$ cat src/rtl/dp_ram_sync.sv
`default_nettype none
// ============================================================================
// Module   : dp_ram_sync
// Brief    : True dual-port synchronous RAM with registered reads, a valid
//            strobe per port, port-A-wins write collisions and an optional
//            reset-time clear sequence.
// Revision : 1.0 - initial release
// ============================================================================
module dp_ram_sync #(
    parameter int DATA_WIDTH     = 8,
    parameter int ADDR_WIDTH     = 4,
    parameter int RDW_MODE       = 0,
    parameter int CLEAR_ON_RESET = 1
) (
    input  logic                  clk,
    input  logic                  rst,
    input  logic [ADDR_WIDTH-1:0] address_a,
    input  logic [DATA_WIDTH-1:0] data_in_a,
    input  logic                  write_enable_a,
    input  logic                  read_enable_a,
    output logic [DATA_WIDTH-1:0] data_out_a,
    output logic                  valid_a,
    input  logic [ADDR_WIDTH-1:0] address_b,
    input  logic [DATA_WIDTH-1:0] data_in_b,
    input  logic                  write_enable_b,
    input  logic                  read_enable_b,
    output logic [DATA_WIDTH-1:0] data_out_b,
    output logic                  valid_b,
    output logic                  init_done,
    output logic                  collision
);

    localparam int                    c_depth     = 2 ** ADDR_WIDTH;
    localparam logic [ADDR_WIDTH-1:0] c_last_addr = {ADDR_WIDTH{1'b1}};

    typedef enum logic [0:0] {
        ST_CLEAR = 1'b0,
        ST_READY = 1'b1
    } state_t;

    localparam state_t c_reset_state = (CLEAR_ON_RESET != 0) ? ST_CLEAR : ST_READY;

    state_t                r_state;
    state_t                w_state_next;
    logic [ADDR_WIDTH-1:0] r_clr_addr;
    logic [ADDR_WIDTH-1:0] w_clr_addr_next;
    logic [DATA_WIDTH-1:0] r_mem [c_depth];

    logic [DATA_WIDTH-1:0] r_data_out_a;
    logic [DATA_WIDTH-1:0] r_data_out_b;
    logic                  r_valid_a;
    logic                  r_valid_b;
    logic                  r_collision;

    logic                  w_ready;
    logic                  w_clearing;
    logic                  w_same_addr;
    logic                  w_wr_a;
    logic                  w_wr_b;
    logic                  w_rd_a;
    logic                  w_rd_b;
    logic                  w_collide;
    logic [DATA_WIDTH-1:0] w_rdata_a;
    logic [DATA_WIDTH-1:0] w_rdata_b;

    // ------------------------------------------------------------------------
    // Clear sequencer
    // ------------------------------------------------------------------------
    always_ff @(posedge clk) begin
        if (rst) begin
            r_state    <= c_reset_state;
            r_clr_addr <= '0;
        end else begin
            r_state    <= w_state_next;
            r_clr_addr <= w_clr_addr_next;
        end
    end

    always_comb begin
        w_state_next    = r_state;
        w_clr_addr_next = r_clr_addr;
        case (r_state)
            ST_CLEAR: begin
                w_clr_addr_next = r_clr_addr + ADDR_WIDTH'(1);
                if (r_clr_addr == c_last_addr) begin
                    w_state_next = ST_READY;
                end
            end
            default: begin
                w_state_next = ST_READY;
            end
        endcase
    end

    // Requests are honoured only in READY and never in a reset cycle.
    assign w_ready     = (r_state == ST_READY);
    assign w_clearing  = (r_state == ST_CLEAR) && !rst;
    assign w_same_addr = (address_a == address_b);
    assign w_wr_a      = w_ready && !rst && write_enable_a;
    assign w_wr_b      = w_ready && !rst && write_enable_b && !(w_wr_a && w_same_addr);
    assign w_rd_a      = w_ready && !rst && read_enable_a;
    assign w_rd_b      = w_ready && !rst && read_enable_b;
    assign w_collide   = w_wr_a && write_enable_b && w_same_addr;

    // ------------------------------------------------------------------------
    // Storage array (untouched by rst itself)
    // ------------------------------------------------------------------------
    always_ff @(posedge clk) begin
        if (w_clearing) begin
            r_mem[r_clr_addr] <= '0;
        end
        if (w_wr_a) begin
            r_mem[address_a] <= data_in_a;
        end
        if (w_wr_b) begin
            r_mem[address_b] <= data_in_b;
        end
    end

    // ------------------------------------------------------------------------
    // Read-during-write selection; port A data is the "new" word on collision
    // ------------------------------------------------------------------------
    generate
        if (RDW_MODE != 0) begin : g_write_first
            always_comb begin
                w_rdata_a = r_mem[address_a];
                if (w_wr_a) begin
                    w_rdata_a = data_in_a;
                end else if (w_wr_b && w_same_addr) begin
                    w_rdata_a = data_in_b;
                end
            end

            always_comb begin
                w_rdata_b = r_mem[address_b];
                if (w_wr_a && w_same_addr) begin
                    w_rdata_b = data_in_a;
                end else if (w_wr_b) begin
                    w_rdata_b = data_in_b;
                end
            end
        end else begin : g_read_first
            assign w_rdata_a = r_mem[address_a];
            assign w_rdata_b = r_mem[address_b];
        end
    endgenerate

    // ------------------------------------------------------------------------
    // Registered outputs
    // ------------------------------------------------------------------------
    always_ff @(posedge clk) begin
        if (rst) begin
            r_data_out_a <= '0;
            r_data_out_b <= '0;
            r_valid_a    <= 1'b0;
            r_valid_b    <= 1'b0;
            r_collision  <= 1'b0;
        end else begin
            r_valid_a   <= w_rd_a;
            r_valid_b   <= w_rd_b;
            r_collision <= w_collide;
            if (w_rd_a) begin
                r_data_out_a <= w_rdata_a;
            end
            if (w_rd_b) begin
                r_data_out_b <= w_rdata_b;
            end
        end
    end

    assign data_out_a = r_data_out_a;
    assign data_out_b = r_data_out_b;
    assign valid_a    = r_valid_a;
    assign valid_b    = r_valid_b;
    assign collision  = r_collision;
    assign init_done  = w_ready;

endmodule
`default_nettype wire

$ cat config.mk
export PLATFORM = sky130hd
export DESIGN_NAME = dp_ram_sync
export DESIGN_NICKNAME = d
export VERILOG_FILES = /design/src/rtl/dp_ram_sync.sv
export SDC_FILE = /design/constraint.sdc
export NUM_CORES = 1
export LEC_CHECK = 0
export BUFFER_PORTS_ARGS = -buffer_cell sky130_fd_sc_hd__buf_2
export CORE_UTILIZATION = 55
export CTS_CLUSTER_SIZE = 10
export DETAILED_ROUTE_END_ITERATION = 10
export PLACE_DENSITY = 0.77
export SLEW_MARGIN = 30
export SYNTH_ARGS = -nofsm -noshare
export SYNTH_HDL_FRONTEND = slang
export SYNTH_SLANG_ARGS = --single-unit
$ cat constraint.sdc
create_clock -name clk -period 3 [get_ports clk]
set_clock_uncertainty 0.15 [all_clocks]
set_input_delay 0.3 -clock clk [delete_from_list [all_inputs] [get_ports clk]]
set_output_delay 0.3 -clock clk [all_outputs]
set_load 0.01 [all_outputs]
## Word-level counts from Yosys, hierarchy flattened

Memories as Yosys holds them, arrays and structs flattened. A register that Yosys moved wholly into a read port is not among the register bits.
Cells that the tools add are included.
Widths: inputs -> output; s select.

| operators by class | value |
|---|---|
| eq/ne operators | 2 |
| bitwise operators | 1 |
| $add $sub $neg | 1 |
| multiplexer cells | 11 |
| reduce and logical (&&, ||, !) cells | 13 |

Operator list:

| operator | number |
|---|---|
| $logic_and 1x1->1 | 10 |
| $mux 1 | 9 |
| $mux 8 | 1 |
| $reduce_or 8->1 | 1 |
| $add 4x1->4 const B | 1 |
| $eq 4x4->1 | 1 |
| $eq 4x4->1 const B | 1 |
| $mux 4 | 1 |
| $logic_not 1->1 | 2 |
| $not 1->1 | 1 |

| storage, ports and cells | value |
|---|---|
| register bits | 8 |
| RAM bits | 128 |
| memories kept | 1 |
| input port bits | 30 |

Memory list:

| name | depth | width | rd ports | clocked after Yosys merged registers in | write ports | line | source |
|---|---|---|---|---|---|---|---|
| r_mem | 16 | 8 | 2 | 2 | 2 | 47 | `logic [DATA_WIDTH-1:0] r_mem [c_depth];` |

## Longest topological paths before layout

| depth | value |
|---|---|
| word-level depth | 8 |
| gate-level depth with buffers | 7 |

## Least setup slack after synthesis

Ideal clock, no wire load.

| timing | value |
|---|---|
| kind | reg2reg |
| from | register r_state (netlist: init_done) |
| to | memory r_mem[4][0], enable pin |
| clock period less this slack | 2.453 ns |
| cell stages (with the launch flop) | 8 |
| required time | 2.466 ns |
| arrival time | 1.919 ns |
| path slack | 0.547 ns |
| setup time | 0.384 ns |
| buffers on the path | 3 |
| cells stage by stage | dfxtp_1 > buf_4 > nand3b_1 > buf_4 > buf_6 > nor3_1 > nor2_1 > o21ai_0 |

RTL lines:

| element | line | source |
|---|---|---|
| start: declaration | 43 | `state_t r_state;` |
| start signal: assignment | 71 | `r_state <= c_reset_state;` |
| start signal: assignment | 74 | `r_state <= w_state_next;` |
| end: declaration | 47 |  |

==> flow_summary_export.csv <==
group,metric,value,unit
setup_path,r2r-end,"r_mem[6][1]",
setup_path,critPathBufInv,4,
layout,antenna_cells,0,
setup_path,cp_num_cells,7,
pwr,powerDensity,478,mW/mm^2
yosys,async_flop_share,0,
yosys,syn_area_per_cell,15.1,sq um
routing,ant_nets,0,
die,initial_core_util,0.565,
run,cap_violations,0,
yosys,synth_edf_count,128,
sta,tightest_slew,1.01,ns
setup_path,slowest_stage,"o21ai_4",
global_routing,grt_first_pass_wirelength,37200,um
die,die-height,130,um
setup_path,worstSetupStartpointType,"register",
routing,drt_iter0_drc,731,
global_routing,antenna_found_initial,0,
sta,slew_headroom,0.327,
sta,rsz0062_at_grt,"false",
routing,avgViaCountPerCell,6.86,
setup_path,setup.worst_path.end_class,"register",
yosys,synth_cells,595,
routing,wire_per_inst,28.4,um
hold_path,min-delay-path-class,"input pin to register",
die,rows,46,
setup_path,cp_max_fo,15,
die,num_io_pins,50,
yosys,synth_fp_nets,626,
clock_network,cts_root_buf,"clkbuf_16",
setup_path,ff2ff_path_depth,7,
setup_path,r2r_start,"init_done",
yosys,ys_seq_elements,152,
clock_network,hold_buffers,0,
yosys,yosys_warnings,0,
die,die_area,0.0168,sq mm
setup_path,path_cells,"buf_4 > nand3b_1 > buf_4 > buf_4 > o21ai_4 > o21ai_0 > buf_4",
setup_path,path_class,"register to register",
clock_network,post-cts-setup-buffers,0,
layout,fin_util,0.640,
place,dp_hpwl,16800,um
yosys,synth_top_area_cell,"edfxtp_1",
sta,hold_violations,0,
sta,setup_viol,0,
global_routing,grt.overflow.total,0,
yosys,synth_area_leaders,"edfxtp_1 (43%), mux4_2 (14%), mux2_2 (13%), dfxtp_1 (5.4%), mux2_4 (4.0%)",
pwr,power_leakage,4.00,nW
sta,period_share,0.865,
yosys,synth_common_cells,"edfxtp_1 (128), mux2_2 (104), mux4_2 (56)",
place,gp_congestion,1.01,
setup_path,path_common_cell,"buf_4",
clock_network,clock_latency,0.43,ns
outcome,status,"finished clean",
hold_path,hold_depth,2,
layout,area_growth,13.2,%
setup_path,cp_data_arrival_time,2.63,ns
sta,finalMaxSlewViolations,0,
yosys,synthMostInstantiatedCell,"edfxtp_1",
clock_network,cts_tree,"built",
layout,drive_gt1_frac,0.494,
clock_network,cts_max_level,4,
clock_network,clock_sinks,152,
die,core,0.0159,sq mm
clock_network,clk_path_buf_depth,2,
yosys,synth_top_area_frac,0.428,
global_routing,grt_pass1_vias,6001,
routing,drc,0,
layout,final_nets,682,
hold_path,hold_path_end,"valid_a",
routing,wl,25000,um
clock_network,clkTransAtPathRegs,0.06,ns
hold_path,min_from,"read_enable_a",
global_routing,grtUsageTotal,0.319,
sta,setup_tns,0,ns
setup_path,r2r_setup_slack,0.40,ns
pwr,ir_drop,0.000454,V
routing,num_vias,6041,
routing,dr.pass1.iters,6,
yosys,synthDistinctLibCells,52,
sta,max_freq,385,MHz
yosys,yosysSeqAreaShare,0.482,
global_routing,grt_start_max_net_pins,40,
sta,min_period,2.60,ns
clock_network,post_cts_resized,0,
clock_network,cts_buffers,17,
yosys,synthFlopType,"edfxtp_1",
die,die_x,130,um
yosys,netlist_area,0.00898,sq mm
setup_path,slowest_delay,0.46,ns
setup_path,critPathRequiredTime,3.04,ns
setup_path,cpLargestDelayFamily,"buffers and inverters",
place,io_buffers,49,
==> area by class of cell <==
type	count	area (sq um)
multi-input cells	391	4410
clock inverters	13	168
inverters	2	7.51
clock buffers	19	443
well taps	216	270
fillers	1149	5720
repair buffers	87	543
flip-flops and latches	152	4320
==> layout by cell type, fill, tap and decap left out, drive strengths merged, types with 9 or more instances in the layout <==
cell type / Yosys / routed
edfxtp: 128 / 128
mux2: 128 / 128
buf: 26 / 87
mux4: 56 / 56
mux2i: 34 / 34
o21ai: 34 / 34
dfxtp: 24 / 24
nor2: 21 / 21
clkbuf: 24 / 19
nand2: 18 / 18
o211ai: 16 / 16
and2: 9 / 9
==> through the flow <==
stage | cell area [sq um] | setup WS, ns | total power, mW | cells | hold slack, ns
finish | 10200 | 0.404 | 4.86 | 880 | 0.0367
global route | 10200 | 0.354 | 4.96 | 880 | 0.0300
CTS | 10200 | 0.487 | 4.86 | 880 | 0.00500
detailed placement | 9550 | 0.357 | 2.67 | 848 | 0.308
global placement | 9540 | 0.154 | 2.66 | 847 | 0.308
floorplan | 8980 | 0.547 | 2.55 | 595 | 0.306
==> flip-flops by register name, indices dropped and copies added, names as in the netlist <==
register / count
r_mem: 128
data_out_b: 8
valid_b: 1
r_clr_addr: 4
data_out_a: 8
init_done: 1
collision: 1
valid_a: 1
==> cells by family after synthesis <==
family / Yosys count / synth area share
AOI/OAI and AO/OA: 81 / 0.0727
xor gates and xnor gates: 7 / 0.00850
adders and majority gates: 1 / 0.00139
buffers and inverters: 52 / 0.0287
DFF: 152 / 0.482
muxes: 218 / 0.349
and+or+nand+nor: 84 / 0.0582
==> per-layer routing <==
metal	part of all wire	global-route usage
met5	0	0
met1	0.38	0.408
met2	0.48	0.510
met3	0.082	0.0636
met4	0.053	0.187
==> worst max-delay path by stage <==
stage | from | endpoint | slack (ns)
final | init_done | r_mem[6][1] | 0.40
after CTS | init_done | r_mem[2][1] | 0.49
after floorplan | init_done | r_mem[4][0] | 0.55
after detailed placement | rst | r_mem[6][6] | 0.36
after global placement | init_done | r_mem[0][0] | 0.15
after global routing | init_done | r_mem[6][1] | 0.35
==> power by group <==
group / internal (mW) / switching [mW]
Sequential: 2.28 / 0.0183
Clock: 1.34 / 0.880
Combinational: 0.134 / 0.198
(Power assumes the default switching activity.)
